## config.mk

```make
export PLATFORM = sky130hd
export DESIGN_NAME = retire_monitor
export DESIGN_NICKNAME = d
export VERILOG_FILES = /design/src/rtl/retire_monitor.sv
export SDC_FILE = /design/constraint.sdc
export NUM_CORES = 1
export LEC_CHECK = 0
export CAP_MARGIN = 20
export CORE_UTILIZATION = 53
export CTS_CLUSTER_DIAMETER = 120
export CTS_CLUSTER_SIZE = 30
export DETAILED_ROUTE_END_ITERATION = 8
export GPL_ROUTABILITY_DRIVEN = 0
export PLACE_DENSITY = 0.77
export RECOVER_POWER = 50
export SYNTH_ARGS = -nofsm -noshare
export SYNTH_HDL_FRONTEND = slang
export SYNTH_SLANG_ARGS = --single-unit
```

## constraint.sdc

```tcl
create_clock -name i_clk -period 4.4 [get_ports i_clk]
set_clock_uncertainty 0.2 [all_clocks]
set_input_delay 0.88 -clock i_clk [delete_from_list [all_inputs] [get_ports i_clk]]
set_output_delay 0.88 -clock i_clk [all_outputs]
set_load 0.01 [all_outputs]
```

## src/rtl/retire_monitor.sv

```systemverilog
// Passive commit-side monitor: counts retires/cycles, buffers retired PCs in a
// trace FIFO, and flags program halt (PC self-loop), retire stalls and bad PCs.
module retire_monitor #(
  parameter int unsigned TRACE_DEPTH = 8,
  parameter int unsigned HALT_REPEAT = 4,
  parameter int unsigned STALL_LIMIT = 64
) (
  input  logic        i_clk,
  input  logic        i_reset,
  input  logic [31:0] i_pc_debug,
  input  logic        i_insn_vld,
  input  logic        i_trace_rdy,
  output logic [31:0] o_trace_pc,
  output logic        o_trace_vld,
  output logic        o_overflow,
  output logic [31:0] o_retire_cnt,
  output logic [31:0] o_cycle_cnt,
  output logic        o_halt,
  output logic        o_error,
  output logic [1:0]  o_err_code
);

  localparam int unsigned AW = $clog2(TRACE_DEPTH);

  localparam logic [1:0] IDLE = 2'd0;
  localparam logic [1:0] RUN  = 2'd1;
  localparam logic [1:0] HALT = 2'd2;
  localparam logic [1:0] ERR  = 2'd3;

  logic [1:0]  state, state_n;
  logic [1:0]  code_n;
  logic [31:0] prev_pc;
  logic [31:0] rep_cnt, rep_n;
  logic [31:0] stall_cnt, stall_n;

  logic [AW:0] wr_ptr, rd_ptr, wr_n, rd_n, rd_plus;
  logic [31:0] mem [TRACE_DEPTH];
  logic [31:0] head_n;
  logic        live, push, pop, full, do_push;

  assign live    = (state == IDLE) || (state == RUN);
  assign push    = i_insn_vld && live;
  assign pop     = o_trace_vld && i_trace_rdy;
  assign full    = (wr_ptr[AW] != rd_ptr[AW]) && (wr_ptr[AW-1:0] == rd_ptr[AW-1:0]);
  // A pop in the same cycle frees the slot, so a full FIFO still accepts the push.
  assign do_push = push && (!full || pop);
  assign rd_plus = rd_ptr + (AW+1)'(1);
  assign wr_n    = do_push ? wr_ptr + (AW+1)'(1) : wr_ptr;
  assign rd_n    = pop ? rd_plus : rd_ptr;

  // Registered head: next-cycle view of the FIFO front, bypassing the new PC when it lands at the head.
  always_comb begin
    head_n = o_trace_pc;
    if (pop) begin
      if (do_push && (rd_plus == wr_ptr)) head_n = i_pc_debug;
      else                                head_n = mem[rd_plus[AW-1:0]];
    end else if (do_push && (wr_ptr == rd_ptr)) begin
      head_n = i_pc_debug;
    end
  end

  always_comb begin
    state_n = state;
    code_n  = o_err_code;
    rep_n   = rep_cnt;
    stall_n = stall_cnt;
    case (state)
      IDLE, RUN: begin
        if (i_insn_vld) begin
          stall_n = '0;
          rep_n   = ((state == RUN) && (i_pc_debug == prev_pc)) ? rep_cnt + 32'd1 : 32'd1;
          if (i_pc_debug[1:0] != 2'b00) begin
            state_n = ERR;
            code_n  = 2'd1;
          end else if (rep_n == HALT_REPEAT) begin
            state_n = HALT;
          end else begin
            state_n = RUN;
          end
        end else if (state == RUN) begin
          stall_n = stall_cnt + 32'd1;
          if (stall_n == STALL_LIMIT) begin
            state_n = ERR;
            code_n  = 2'd2;
          end
        end
      end
      HALT: begin
        if (i_insn_vld && (i_pc_debug != prev_pc)) begin
          state_n = ERR;
          code_n  = 2'd3;
        end
      end
      default: ;
    endcase
  end

  always_ff @(posedge i_clk) begin
    if (i_reset) begin
      state        <= IDLE;
      prev_pc      <= '0;
      rep_cnt      <= '0;
      stall_cnt    <= '0;
      wr_ptr       <= '0;
      rd_ptr       <= '0;
      o_trace_pc   <= '0;
      o_trace_vld  <= 1'b0;
      o_overflow   <= 1'b0;
      o_retire_cnt <= '0;
      o_cycle_cnt  <= '0;
      o_halt       <= 1'b0;
      o_error      <= 1'b0;
      o_err_code   <= '0;
    end else begin
      state       <= state_n;
      o_err_code  <= code_n;
      rep_cnt     <= rep_n;
      stall_cnt   <= stall_n;
      o_cycle_cnt <= o_cycle_cnt + 32'd1;
      if (push) begin
        prev_pc      <= i_pc_debug;
        o_retire_cnt <= o_retire_cnt + 32'd1;
      end
      if (push && full && !pop) o_overflow <= 1'b1;
      wr_ptr      <= wr_n;
      rd_ptr      <= rd_n;
      o_trace_vld <= (wr_n != rd_n);
      o_trace_pc  <= head_n;
      o_halt      <= (state_n == HALT);
      o_error     <= (state_n == ERR);
    end
  end

  always_ff @(posedge i_clk) begin
    if (do_push && !i_reset) mem[wr_ptr[AW-1:0]] <= i_pc_debug;
  end

endmodule
```

==> impl_metrics.sql <==
INSERT INTO impl_metrics (metric_group, metric, value, unit) VALUES
('status', 'outcome', 'finished with violations', ''),
('status', 'failed_checks', 'max-capacitance violations, max-slew violations', ''),
('sta', 'rsz0062_at_grt', 'false', ''),
('floorplanning', 'number_of_cell_rows', '71', ''),
('sta', 'finalHoldViolCount', '0', ''),
('global_routing', 'grt_util_met2', '40.8', '%'),
('clocking', 'path_clk_slew', '110', 'ps'),
('setup_path', 'r2r_start', 'rd_ptr[0]$_SDFF_PP0_', ''),
('yosys', 'synth_seq_area_share', '57.9', '%'),
('drt', 'wl_per_cell', '19.5', 'microns'),
('clocking', 'tritoncts_buffer_count', '19', ''),
('sta', 'report.final.slew_viol_count', '176', ''),
('yosys', 'post-synth-top-count-cell', 'sky130_fd_sc_hd__edfxtp_1', ''),
('setup_path', 'cp_max_fo', '53', ''),
('global_routing', 'wire_length_of_the_first_global_routing_pass', '74.8', 'mm'),
('setup_path', 'timing_worst_setup_path_type', 'in2reg', ''),
('yosys', 'synth_top_area_cell', 'sky130_fd_sc_hd__edfxtp_1', ''),
('setup_path', 'kind_of_end_point_of_the_critical_path', 'flip-flop', ''),
('setup_path', 'critical_path.cell_chain', 'dlygate4sd3_1 > nor2b_1 > buf_4 > nand3_1 > buf_4 > or3_1 > a21oi_1', ''),
('setup_path', 'worst_ep_required_time', '4630', 'ps'),
('global_routing', 'grt_pass1_vias', '14000', ''),
('yosys', 'synthesized_area_per_cell', '11.4', 'sq um'),
('drt', 'antenna_left', '0', ''),
('setup_path', 'timing.critical_path.mode_cell', 'sky130_fd_sc_hd__buf_4', ''),
('sta', 'post-route-period-util', '82.4', '%'),
('placement', 'place.port_buffers', '137', ''),
('clocking', 'cts-resized-gates', '0', ''),
('power', 'ir_worst_vdd', '0.320', 'mV'),
('drt', 'post_drt_via_cell_ratio', '6.07', ''),
('clocking', 'cts.hold.buffers_added', '0', ''),
('floorplanning', 'coreArea', '0.0378', 'sq mm'),
('global_routing', 'use_met3', '2.31', '%'),
('setup_path', 'worst-r2r-setup-slack', '1030', 'ps'),
('hold_path', 'classification_of_the_worst_slack_hold_path', 'reg2reg', ''),
('drt', 'post-route-drc-count', '0', ''),
('yosys', 'synth_enable_flop_cells', '256', ''),
('clocking', 'cts.repair_timing.setup_buffer_count', '0', ''),
('power', 'finalPower', '0.00788', 'W'),
('yosys', 'post_synth_inst_count', '1796', ''),
('yosys', 'post_synth_main_area_contributors', 'sky130_fd_sc_hd__edfxtp_1 (38%), sky130_fd_sc_hd__dfxtp_1 (20%), sky130_fd_sc_hd__mux4_2 (7.0%), sky130_fd_sc_hd__nor2_1 (4.0%), sky130_fd_sc_hd__a21oi_1 (3.3%)', ''),
('flow_run', 'max_cap_violations', '1', ''),
('clocking', 'cts_buffer_depth', '3', ''),
('clocking', 'cts-htree-levels', '1', ''),
('placement', 'dp_hpwl', '30.5', 'mm'),
('yosys', 'yosysUniqueCellTypes', '66', ''),
('sta', 'crit_path_time_final', '3620', 'ps'),
('final_layout', 'final_core_utilization', '61.0', '%'),
('yosys', 'postSynthRegisterBits', '464', ''),
('setup_path', 'reg2reg_to', 'o_trace_pc[6]$_SDFFE_PP0P_', ''),
('yosys', 'synth.yosys.warnings', '0', ''),
('global_routing', 'grt_overflow', '0', ''),
('global_routing', 'grt_start_max_net_pins', '176', ''),
('global_routing', 'top_usage_layer', 'met2', ''),
('yosys', 'synth_top_flop_cell', 'sky130_fd_sc_hd__edfxtp_1', ''),
('final_layout', 'final_net_count', '1932', ''),
('sta', 'timing.setup.tns', '0', 'ps'),
('clocking', 'cts_sinks', '464', ''),
('final_layout', 'area_delta_synth_final', '12.7', '%'),
('power', 'cellLeakagePower', '7.34', 'nW'),
('clocking', 'tritoncts', 'built', ''),
('setup_path', 'endpoint', 'rep_cnt[4]$_SDFFE_PP0P_', ''),
('floorplanning', 'ioPinCount', '138', ''),
('setup_path', 'path_depth', '7', ''),
('yosys', 'synth_top_cell_area_share', '37.6', '%'),
('sta', 'setup_viol', '0', ''),
('yosys', 'netlist_top_cells_count', 'sky130_fd_sc_hd__edfxtp_1 (256), sky130_fd_sc_hd__nor2_1 (219), sky130_fd_sc_hd__dfxtp_1 (208)', ''),
('global_routing', 'antenna_found_initial', '1', ''),
('sta', 'hold_ws', '273', 'ps'),
('setup_path', 'critical_path.slowest_cell', 'sky130_fd_sc_hd__dlygate4sd3_1', ''),
('global_routing', 'gr-usage-all-layers', '24.1', '%'),
('setup_path', 'critPathLaunch', 'i_insn_vld', '');
## stage by stage
| stage | instance area [sq um] | std cells | setup slack, ps |
|---|---|---|---|
| 4_1_cts | 23200 | 2413 | 968 |
| 6_report | 23100 | 2414 | 776 |
| 5_1_grt | 23100 | 2414 | 617 |
| 3_3_place_gp | 22600 | 2380 | 507 |
| 3_5_place_dp | 22600 | 2380 | 434 |
| 2_1_floorplan | 20500 | 1796 | 541 |
## layer usage
metal	wire (microns)	vias to the layer above
met5	0	-
met1	19700	7226
met3	2990	62
met4	929	0
met2	23300	547
li1	-	6807
## worst min-delay path by stage
stage | cells past startpoint | startpoint | endpoint | slack [ps]
2_1_floorplan | 2 | prev_pc[0]$_SDFFE_PP0P_ | prev_pc[0]$_SDFFE_PP0P_ | 250
3_3_place_gp | 1 | o_cycle_cnt[0]$_SDFF_PP0_ | o_cycle_cnt[0]$_SDFF_PP0_ | 240
3_5_place_dp | 2 | prev_pc[0]$_SDFFE_PP0P_ | prev_pc[0]$_SDFFE_PP0P_ | 260
4_1_cts | 2 | prev_pc[6]$_SDFFE_PP0P_ | prev_pc[6]$_SDFFE_PP0P_ | 280
5_1_grt | 2 | prev_pc[10]$_SDFFE_PP0P_ | prev_pc[10]$_SDFFE_PP0P_ | 290
6_report | 2 | prev_pc[6]$_SDFFE_PP0P_ | prev_pc[6]$_SDFFE_PP0P_ | 270
## cells in the final DEF, fill, tap and decap left out, types with 34 or more instances in the layout
master                              n
sky130_fd_sc_hd__nand3_1           61
sky130_fd_sc_hd__o21ai_0           64
sky130_fd_sc_hd__dfxtp_1          207
sky130_fd_sc_hd__xnor2_1           75
sky130_fd_sc_hd__xor2_1            46
sky130_fd_sc_hd__a211oi_1          38
sky130_fd_sc_hd__dlygate4sd3_1    102
sky130_fd_sc_hd__nand2_1          156
sky130_fd_sc_hd__a21oi_1          135
sky130_fd_sc_hd__mux4_2            64
sky130_fd_sc_hd__nor2_1           213
sky130_fd_sc_hd__nand4_1           43
sky130_fd_sc_hd__mux2i_1           41
sky130_fd_sc_hd__clkdlybuf4s50_1   34
sky130_fd_sc_hd__edfxtp_1         256
## logic make-up after synthesis
kind of cell	count (synthesis)	share of synthesized area [%]
flip-flops	464	57.9
XOR/XNOR	122	5.22
multiplexers	105	9.05
AND/OR/NAND/NOR	673	16.3
AO/OA/AOI/OAI	297	8.67
buffers and inverters	129	2.48
adder cells (fa/ha/maj)	6	0.367
## power breakdown
group	internal (W)	switching, W
registers	0.00467	0.0000641
clock network	0.000839	0.00127
logic	0.000443	0.000595
## worst register-to-register path: stages, from the launching register on
cell and delay, ps:
sky130_fd_sc_hd__dfxtp_4 370, sky130_fd_sc_hd__buf_4 520, sky130_fd_sc_hd__xnor2_1 240, sky130_fd_sc_hd__nand3_1 170, sky130_fd_sc_hd__nor2_1 100, sky130_fd_sc_hd__a21oi_4 880
sky130_fd_sc_hd__buf_4 380, sky130_fd_sc_hd__a211oi_1 70, sky130_fd_sc_hd__a21oi_1 170, sky130_fd_sc_hd__nor2_1 70
## state kept, by name, indices dropped and copies added (netlist names), named ones only
| register | count |
|---|---|
| mem | 256 |
| o_cycle_cnt | 32 |
| o_retire_cnt | 32 |
| o_trace_pc | 32 |
| prev_pc | 32 |
| rep_cnt | 32 |
| stall_cnt | 32 |
| rd_ptr | 4 |
| wr_ptr | 4 |
| o_err_code | 2 |
| o_error | 1 |
| o_halt | 1 |
| o_overflow | 1 |
| o_trace_vld | 1 |
| state | 1 |
## area by class of cell
cell class	instances	area [sq um]
fill	2992	14800
sequential	464	11900
multi-input combinational	1203	8220
timing repair buffer	188	1760
tap	511	639
clock buffer	31	520
inverter	14	52.6
clock inverter	2	20.0
antenna	1	2.50
Note: power is estimated with default switching activity, not from simulation.
